`src/rtl/mux4_arb_pkg.sv`:
```
// Shared constants, FSM encoding and helpers for the mux4 round-robin arbiter.
// Imported by the winner picker and the arbiter top.
package mux4_arb_pkg;

  localparam int NUM_REQ = 4;
  localparam int SEL_W   = 2;

  typedef enum logic [1:0] {
    IDLE  = 2'd0,
    GRANT = 2'd1,
    GAP   = 2'd2
  } arb_state_t;

  // Reset value of the last-owner pointer: requester 0 is searched first.
  localparam logic [SEL_W-1:0] LAST_RESET = 2'd3;

  function automatic logic [NUM_REQ-1:0] idx_to_onehot(input logic [SEL_W-1:0] idx);
    logic [NUM_REQ-1:0] oh;
    oh      = '0;
    oh[idx] = 1'b1;
    return oh;
  endfunction

endpackage

```
`src/rtl/rr_pick4.sv`:
```
// Combinational round-robin search over four requesters, starting one past
// the most recent owner and wrapping modulo four.
module rr_pick4
  import mux4_arb_pkg::*;
(
  input  logic [NUM_REQ-1:0] req,
  input  logic [SEL_W-1:0]   last,
  output logic [SEL_W-1:0]   winner,
  output logic               found
);

  logic [SEL_W-1:0] cand;

  // Walk from the farthest offset to the nearest so the nearest set bit,
  // visited last, overrides any earlier candidate.
  always_comb begin
    // NOTE: every signal driven here gets a default first; a path that
    // leaves one unassigned would infer a latch.
    winner = last;
    found  = 1'b0;
    cand   = last;
    for (int k = NUM_REQ; k >= 1; k--) begin
      cand = last + k[SEL_W-1:0];
      if (req[cand]) begin
        winner = cand;
        found  = 1'b1;
      end
    end
  end

endmodule

```
`src/rtl/mux4_arbiter.sv`:
```
// Round-robin arbiter for a mux4: one-hot grant, registered select and busy,
// bounded hold time per owner and a one-cycle dead gap between owners.
module mux4_arbiter
  import mux4_arb_pkg::*;
#(
  parameter int HOLD_MAX = 4
) (
  input  logic               clk,
  input  logic               rst_n,
  input  logic [NUM_REQ-1:0] req,
  output logic [NUM_REQ-1:0] gnt,
  output logic [SEL_W-1:0]   sel,
  output logic               busy
);

  localparam logic [3:0] HOLD_LIM = 4'(HOLD_MAX);

  arb_state_t         state_q, state_d;
  logic [NUM_REQ-1:0] gnt_d;
  logic [SEL_W-1:0]   sel_d;
  logic               busy_d;
  logic [SEL_W-1:0]   last_q, last_d;
  logic [3:0]         hold_q, hold_d;

  logic [SEL_W-1:0]   winner;
  logic               found;
  logic               owner_req;

  rr_pick4 u_pick (
    .req    (req),
    .last   (last_q),
    .winner (winner),
    .found  (found)
  );

  // During GRANT the last-owner pointer is the current owner.
  assign owner_req = req[last_q];

  always_comb begin
    state_d = state_q;
    gnt_d   = gnt;
    sel_d   = sel;
    busy_d  = busy;
    last_d  = last_q;
    hold_d  = hold_q;
    unique case (state_q)
      IDLE, GAP: begin
        // sel is left untouched so the downstream mux sees no glitch.
        gnt_d   = '0;
        busy_d  = 1'b0;
        hold_d  = 4'd0;
        state_d = IDLE;
        if (found) begin
          state_d = GRANT;
          gnt_d   = idx_to_onehot(winner);
          sel_d   = winner;
          busy_d  = 1'b1;
          last_d  = winner;
          hold_d  = 4'd1;
        end
      end
      GRANT: begin
        if (!owner_req || hold_q == HOLD_LIM) begin
          state_d = GAP;
          gnt_d   = '0;
          busy_d  = 1'b0;
          hold_d  = 4'd0;
        end else if (hold_q != 4'hF) begin
          hold_d = hold_q + 4'd1;
        end
      end
      default: begin
        state_d = IDLE;
        gnt_d   = '0;
        busy_d  = 1'b0;
        hold_d  = 4'd0;
      end
    endcase
  end

  always_ff @(posedge clk or negedge rst_n) begin
    if (!rst_n) begin
      state_q <= IDLE;
      gnt     <= '0;
      sel     <= '0;
      busy    <= 1'b0;
      last_q  <= LAST_RESET;
      hold_q  <= 4'd0;
    end else begin
      // NOTE: non-blocking assignments so every register samples the values
      // computed from the previous cycle's state, independent of order.
      state_q <= state_d;
      gnt     <= gnt_d;
      sel     <= sel_d;
      busy    <= busy_d;
      last_q  <= last_d;
      hold_q  <= hold_d;
    end
  end

  a_gnt_onehot0 : assert property (@(posedge clk) disable iff (!rst_n) $onehot0(gnt));
  a_busy_gnt    : assert property (@(posedge clk) disable iff (!rst_n) busy == (|gnt));

endmodule

```
`config.mk`:
```
export PLATFORM = sky130hd
export DESIGN_NAME = mux4_arbiter
export DESIGN_NICKNAME = d
export VERILOG_FILES = /design/src/rtl/mux4_arb_pkg.sv /design/src/rtl/rr_pick4.sv /design/src/rtl/mux4_arbiter.sv
export SDC_FILE = /design/constraint.sdc
export NUM_CORES = 1
export LEC_CHECK = 0
export CAP_MARGIN = 20
export CORE_MARGIN = 1.5
export CORE_UTILIZATION = 49
export DETAILED_ROUTE_END_ITERATION = 16
export PLACE_DENSITY = 0.75
export SETUP_SLACK_MARGIN = 0.02
export SYNTH_ARGS = -nofsm -noshare
export SYNTH_HDL_FRONTEND = slang
export SYNTH_SLANG_ARGS = --single-unit
```
`constraint.sdc`:
```
create_clock -name clk -period 2.2 [get_ports clk]
set_input_delay 0.44 -clock clk [delete_from_list [all_inputs] [get_ports clk]]
set_output_delay 0.44 -clock clk [all_outputs]
set_load 0.01 [all_outputs]
```
# Word level (Yosys, flattened, before mapping)
# Index checks and enable logic that the tools add are counted.
[totals]
inputBits = 6
ff_bits = 15
elab_cells = 58
output_inout_bits = 7
[op_classes]
add_sub_neg = 4
eq_ne = 6
n_reduce_logical = 6
n_lt_le_gt_ge = 6
mux = 30
[ops]
columns = ["operator", "n"]
rows = [
  ["2-to-1 mux 4 bit", 4],
  ["one-hot mux 4 bit (2 select lines)", 2],
  ["less-than comparator 2 x 3 -> 1 bit, second input constant", 5],
  ["2-to-1 mux 1 bit", 13],
  ["binary-select mux 1 bit (select 2 bit)", 4],
  ["2-to-1 mux 2 bit", 4],
  ["adder 2 bit, second input constant", 2],
  ["adder 4 x 1 -> 4 bit, second input constant", 1],
  ["== test 4 x 3 -> 1 bit, second input constant", 1],
  ["!= test 4 bit, second input constant", 1],
  ["one-hot mux 2 bit (2 select lines)", 1],
  ["!= test 3 bit, second input constant", 1],
  ["adder 2 x 1 -> 2 bit, second input constant", 1],
  ["demux 1 bit (select 2 bit)", 1],
  ["== test 2 x 1 -> 1 bit, second input constant", 1],
  ["== test 2 bit, second input constant", 1],
  ["greater-or-equal comparator 2 x 1 -> 1 bit, second input constant", 1],
  ["logical NOT 2 bit", 1],
  ["!= test 2 bit, second input constant", 1],
  ["one-hot mux 1 bit (2 select lines)", 1],
  ["AND reduction 2 bit", 1],
  ["OR reduction 2 bit", 1],
  ["logical AND 1 bit", 1],
  ["logical NOT 1 bit", 1],
  ["logical OR 1 bit", 1],
]

# Longest topological paths before layout
[logic_depth]
word_depth = 12
mapped_depth = 7
ltp_nobuf = 6

# Hierarchy
# From an unflattened synthesis, not the netlist that was laid out.
[hier_totals]
hier_cells = 79
area_unflattened_um2 = 789.5
[by_module_without_submodules]
columns = ["mod", "area_per_inst_um2", "seq_area_each_um2", "cells_per_inst", "n_inst"]
rows = [
  ["mux4_arbiter", 706.9, 377.9, 65, 1],
  ["rr_pick4", 82.6, 0.0, 14, 1],
]

# Worst setup path before layout
# OpenSTA, ideal clock, no wires.
[synth_timing]
kind = "reg2reg"
start = "register last_q[1]"
end = "register gnt[1]"
setup_slack_ps = 548
required_time_ps = 2078
path_buffers = 1
period_less_slack_ps = 1652
setup_time_ps = 122
t_arrival_ps = 1530
stages_incl_launch_ff = 5
path_cell_list = "dfstp_2 -> mux4_2 -> and3_1 -> buf_6 -> a32o_1"
[synth_between]
elab_chain_cells = 12
elab_cells_between_ends = 28
cone_classes = "add/sub: 3; order compare: 2; eq/ne: 1; mux: 19; reduce/logical: 3"
[synth_lines]
columns = ["element", "line_no", "text"]
rows = [
  ["from (decl)", "mux4_arbiter.sv:22", "logic [SEL_W-1:0] last_q, last_d;"],
  ["from (signal assigned)", "mux4_arbiter.sv:96", "last_q <= last_d;"],
  ["adder 2 bit", "rr_pick4.sv:23", "cand = last + k[SEL_W-1:0];"],
  ["binary-select mux 1 bit (select 2 bit)", "rr_pick4.sv:24", "if (req[cand]) begin"],
  ["2-to-1 mux 1 bit (not written as such)", "rr_pick4.sv:24", ""],
  ["2-to-1 mux 2 bit (3 in a row)", "rr_pick4.sv:24", ""],
  ["less-than comparator 2 x 3 -> 1 bit (not written as such) / greater-or-equal comparator 2 x 1 -> 1 bit (equally long branches)", "mux4_arb_pkg.sv:20", "oh[idx] = 1'b1;"],
  ["logical AND 1 bit (not written as such)", "mux4_arb_pkg.sv:20", ""],
  ["2-to-1 mux 1 bit (not written as such)", "mux4_arb_pkg.sv:20", ""],
  ["demux 1 bit (select 2 bit)", "mux4_arb_pkg.sv:20", ""],
  ["2-to-1 mux 4 bit", "mux4_arbiter.sv:53", "if (found) begin"],
  ["one-hot mux 4 bit (2 select lines)", "mux4_arbiter.sv:46", "unique case (state_q)"],
  ["to (signal assigned)", "mux4_arbiter.sv:93", "gnt <= gnt_d;"],
  ["to (decl)", "mux4_arbiter.sv:11", "output logic [NUM_REQ-1:0] gnt,"],
]
# Several ways; a longest one is shown, not always the timed one. The select of a mux whose other input is x is not followed.
# A chain may end at the register's enable or synchronous reset.

# Worst setup path in the final report
[layout_timing]
start = "input port req[0]"
end = "register gnt[2]"
[layout_between]
elab_chain_cells = 11
elab_cells_between_ends = 25
cone_classes = "order compare: 2; eq/ne: 1; mux: 19; reduce/logical: 3"
[layout_lines]
columns = ["element", "line_no", "text"]
rows = [
  ["from (decl)", "mux4_arbiter.sv:10", "input logic [NUM_REQ-1:0] req,"],
  ["binary-select mux 1 bit (select 2 bit)", "rr_pick4.sv:24", ""],
  ["2-to-1 mux 1 bit (not written as such)", "rr_pick4.sv:24", ""],
  ["2-to-1 mux 2 bit (3 in a row)", "rr_pick4.sv:24", ""],
  ["less-than comparator 2 x 3 -> 1 bit (not written as such) / greater-or-equal comparator 2 x 1 -> 1 bit (equally long branches)", "mux4_arb_pkg.sv:20", ""],
  ["logical AND 1 bit (not written as such)", "mux4_arb_pkg.sv:20", ""],
  ["2-to-1 mux 1 bit (not written as such)", "mux4_arb_pkg.sv:20", ""],
  ["demux 1 bit (select 2 bit)", "mux4_arb_pkg.sv:20", ""],
  ["2-to-1 mux 4 bit", "mux4_arbiter.sv:53", ""],
  ["one-hot mux 4 bit (2 select lines)", "mux4_arbiter.sv:46", ""],
]
# Several ways; a longest one is shown, not always the timed one. The select of a mux whose other input is x is not followed.

==> qor.yml <==
run_status:
  status: "finished clean"
layout:
  diodes: 0
  fillers: 113
  final_cells: 102
  finalNetCount: 96
  area_growth_pct: 20.8
  drive_gt1_share_pct: 12.6
  regArea_um2: 378
  multi_input_area_um2: 348
die:
  die_h_um: 42.0
  top_level_ports: 13
  rows: 13
  die_x_um: 42.0
  core_area_um2: 1370
  start_util_pct: 54.5
  dieArea_um2: 1760
cts:
  cts.repair.resized: 0
  htree_levels: 1
  path_clk_slew_ns: 0.09
  clockBufferDepth: 2
  clock_latency_ns: 0.27
  cts_tree: "done"
  cts_setup_buffers: 0
  cts_root_buffer: "clkbuf_4"
  cts_hold_buffers: 0
  cts_buffers: 3
  clock_sinks: 15
logic_synthesis:
  synth-edff-count: 0
  yosys.area_share.xor_xnor_pct: 0
  synth_top_area_share_pct: 43.7
  synth_top_area_cell: "dfrtp_1"
  synthFlopType: "dfrtp_1"
  syn_area_um2: 744
  synth_seq_area_share_pct: 50.8
  yosys.area_share.simple_pct: 21.2
  ys_types: 27
  yosysMostFrequentCell: "dfrtp_1"
  synth-compound-area-share_pct: 14.8
  synthTopCellsByCount: "dfrtp_1, nor2_1, o21ai_0"
  synth_fp_nets: 80
  synth_warnings: 0
  synthCells: 72
  synth_area_leaders: "dfrtp_1, dfstp_2, o21ai_0"
  async_flop_share_pct: 100
  ys_ff_latch: 15
  avgSynthCellArea_um2: 10.3
  synth_top_family_by_area: "simple AND/OR/NAND/NOR gates"
  synth_fa_ha_area_share_pct: 3.36
  yosys-mux-area-fraction_pct: 7.39
power:
  internal-power_uw: 762
  swShare_pct: 36.7
  vdd_drop_max_v: 0.000768
  power_frac_seq_pct: 42.7
  combPwrFrac_pct: 44.6
  clockPowerShare_pct: 12.7
  powerDensity_nw_per_um2: 1340
  p_sw_uw: 441
  leakage_uw: 0.000386
sta:
  whs_ns: 0.508
  worstMarginPinSlew_ns: 0.665
  setup_tns_ns: 0
  setup_violations: 0
  fin_skew_ns: 0.00474
  hold_viol: 0
  post-route-period-util_pct: 81.2
  setup_ws_ns: 0.413
  grt_setup_unrepaired: "no"
  max_slew_margin_pct: 55.5
  slew_viol_final: 0
  clock.fmax_mhz: 560
  period_needed_ns: 1.79
worst_setup_path:
  cp_data_arrival_time_ns: 1.98
  crit_chain: "clkdlybuf4s50_1 > nor4_1 > nor2_1 > nand4_1 > o21ai_0"
  slowest_stage: "clkdlybuf4s50_1"
  cp_num_buf_inv: 1
  critPathMaxFanout: 9
  required_ns: 2.39
  cpPeakStageDelay_ns: 0.54
  critPathTopFamily: "simple AND/OR/NAND/NOR gates"
  cp-start-kind: "input port"
  critical_path.endpoint_type: "flop"
  crit_type: "in2reg"
grt:
  busiest_layer: "met2"
  grt_pass1_wl_um: 2460
  first_global_vias: 584
  grt_max_degree: 16
  grt.overflow.total: 0
  antenna_found_initial: 0
  use_met2_pct: 33.4
  grt_use_met1_pct: 21.7
  grt.total_usage_pct: 18.8
  use_met3_pct: 3.02
place:
  preCtsSetupSlack_ns: 0.111
  io_buffers: 12
  place_hpwl_um: 1050
  routabilityCongestion: 0.825
  dp_cells: 98
drt:
  dr_total_vias: 582
  first_pass_iters: 4
  drt-total-wl_um: 1370
  ant_nets: 0
  drt-initial-drc-count: 7
  post_drt_wl_per_cell_um: 13.4
  via_per_inst: 5.71
  drc_errors: 0
min_path:
  hold_path_class: "reg2reg"
run:
  drv_cap: 0
sequential cells by signal, summed over array words and instances (netlist names):
register	count
busy	1
gnt	4
hold_q	4
last_q	2
sel	2
state_q	2
power groups by stage:
stage / Clock [uW] / Combinational, uW / Sequential (uW)
finish: 153 / 536 / 514
global placement: 0 / 533 / 514
CTS: 161 / 546 / 513
floorplan: 0 / 332 / 524
global route: 168 / 601 / 534
detailed placement: 0 / 541 / 515
path summary, 6_finish.rpt:
check / startpoint / slack (ns) / endpoint / cells after the start
max: req[0] / 0.41 / gnt[2] / 5
min: gnt[0] / 0.51 / gnt[0] / 2
max reg2reg: last_q[1] / 0.51 / gnt[1] / 3
min reg2reg: gnt[0] / 0.51 / gnt[0] / 2
max in group asynchronous: rst_n / 1.21 / gnt[2] / 1
min in group asynchronous: rst_n / 0.57 / state_q[1] / 1
routing by layer:
metal | vias to the layer above | part of all wire, %
li1 | 289 | -
met1 | 285 | 45
met2 | 6 | 52
met3 | 2 | 2.3
met4 | 0 | 0.51
met5 | - | 0
through the flow:
step | total power [uW] | utilization [%] | area (um^2)
after global routing | 1300 | 65.8 | 900
final | 1200 | 65.8 | 900
after floorplan | 857 | - | 744
after detailed placement | 1060 | 63.8 | 872
after CTS | 1220 | 65.8 | 900
after global placement | 1050 | 63.8 | 872
worst register-to-register path: stages (launching register included):
cell and delay, ns:
dfstp_2 0.60, mux4_2 0.53, and3_1 0.23, a32o_1 0.22
cell usage in the layout, fill, tap and decap left out, drive strengths merged, types with 3 or more instances in the layout:
master	instances
clkbuf	3
clkdlybuf4s50	12
dfrtp	13
nand2	6
nand2b	3
nand3	3
nor2	7
nor2b	3
nor3	3
o21a	3
o21ai	7
cell families (layout without fill, tap and decap cells):
group | Yosys count | after routing
adders and majority gates | 2 | 2
and+or+nand+nor | 31 | 31
DFF | 15 | 15
muxes | 4 | 4
AOI/OAI and AO/OA | 17 | 17
buffers and inverters | 3 | 18
cell type report:
class                           instances  area share [%]
Clock buffer                            3            2.50
Clock inverter                          1           0.556
Inverter                                2           0.834
Multi-Input combinational cell         54            38.7
Sequential cell                        15            42.0
Tap cell                               15            2.09
Timing Repair Buffer                   12            13.4
Power figures use the tool's default switching activity.
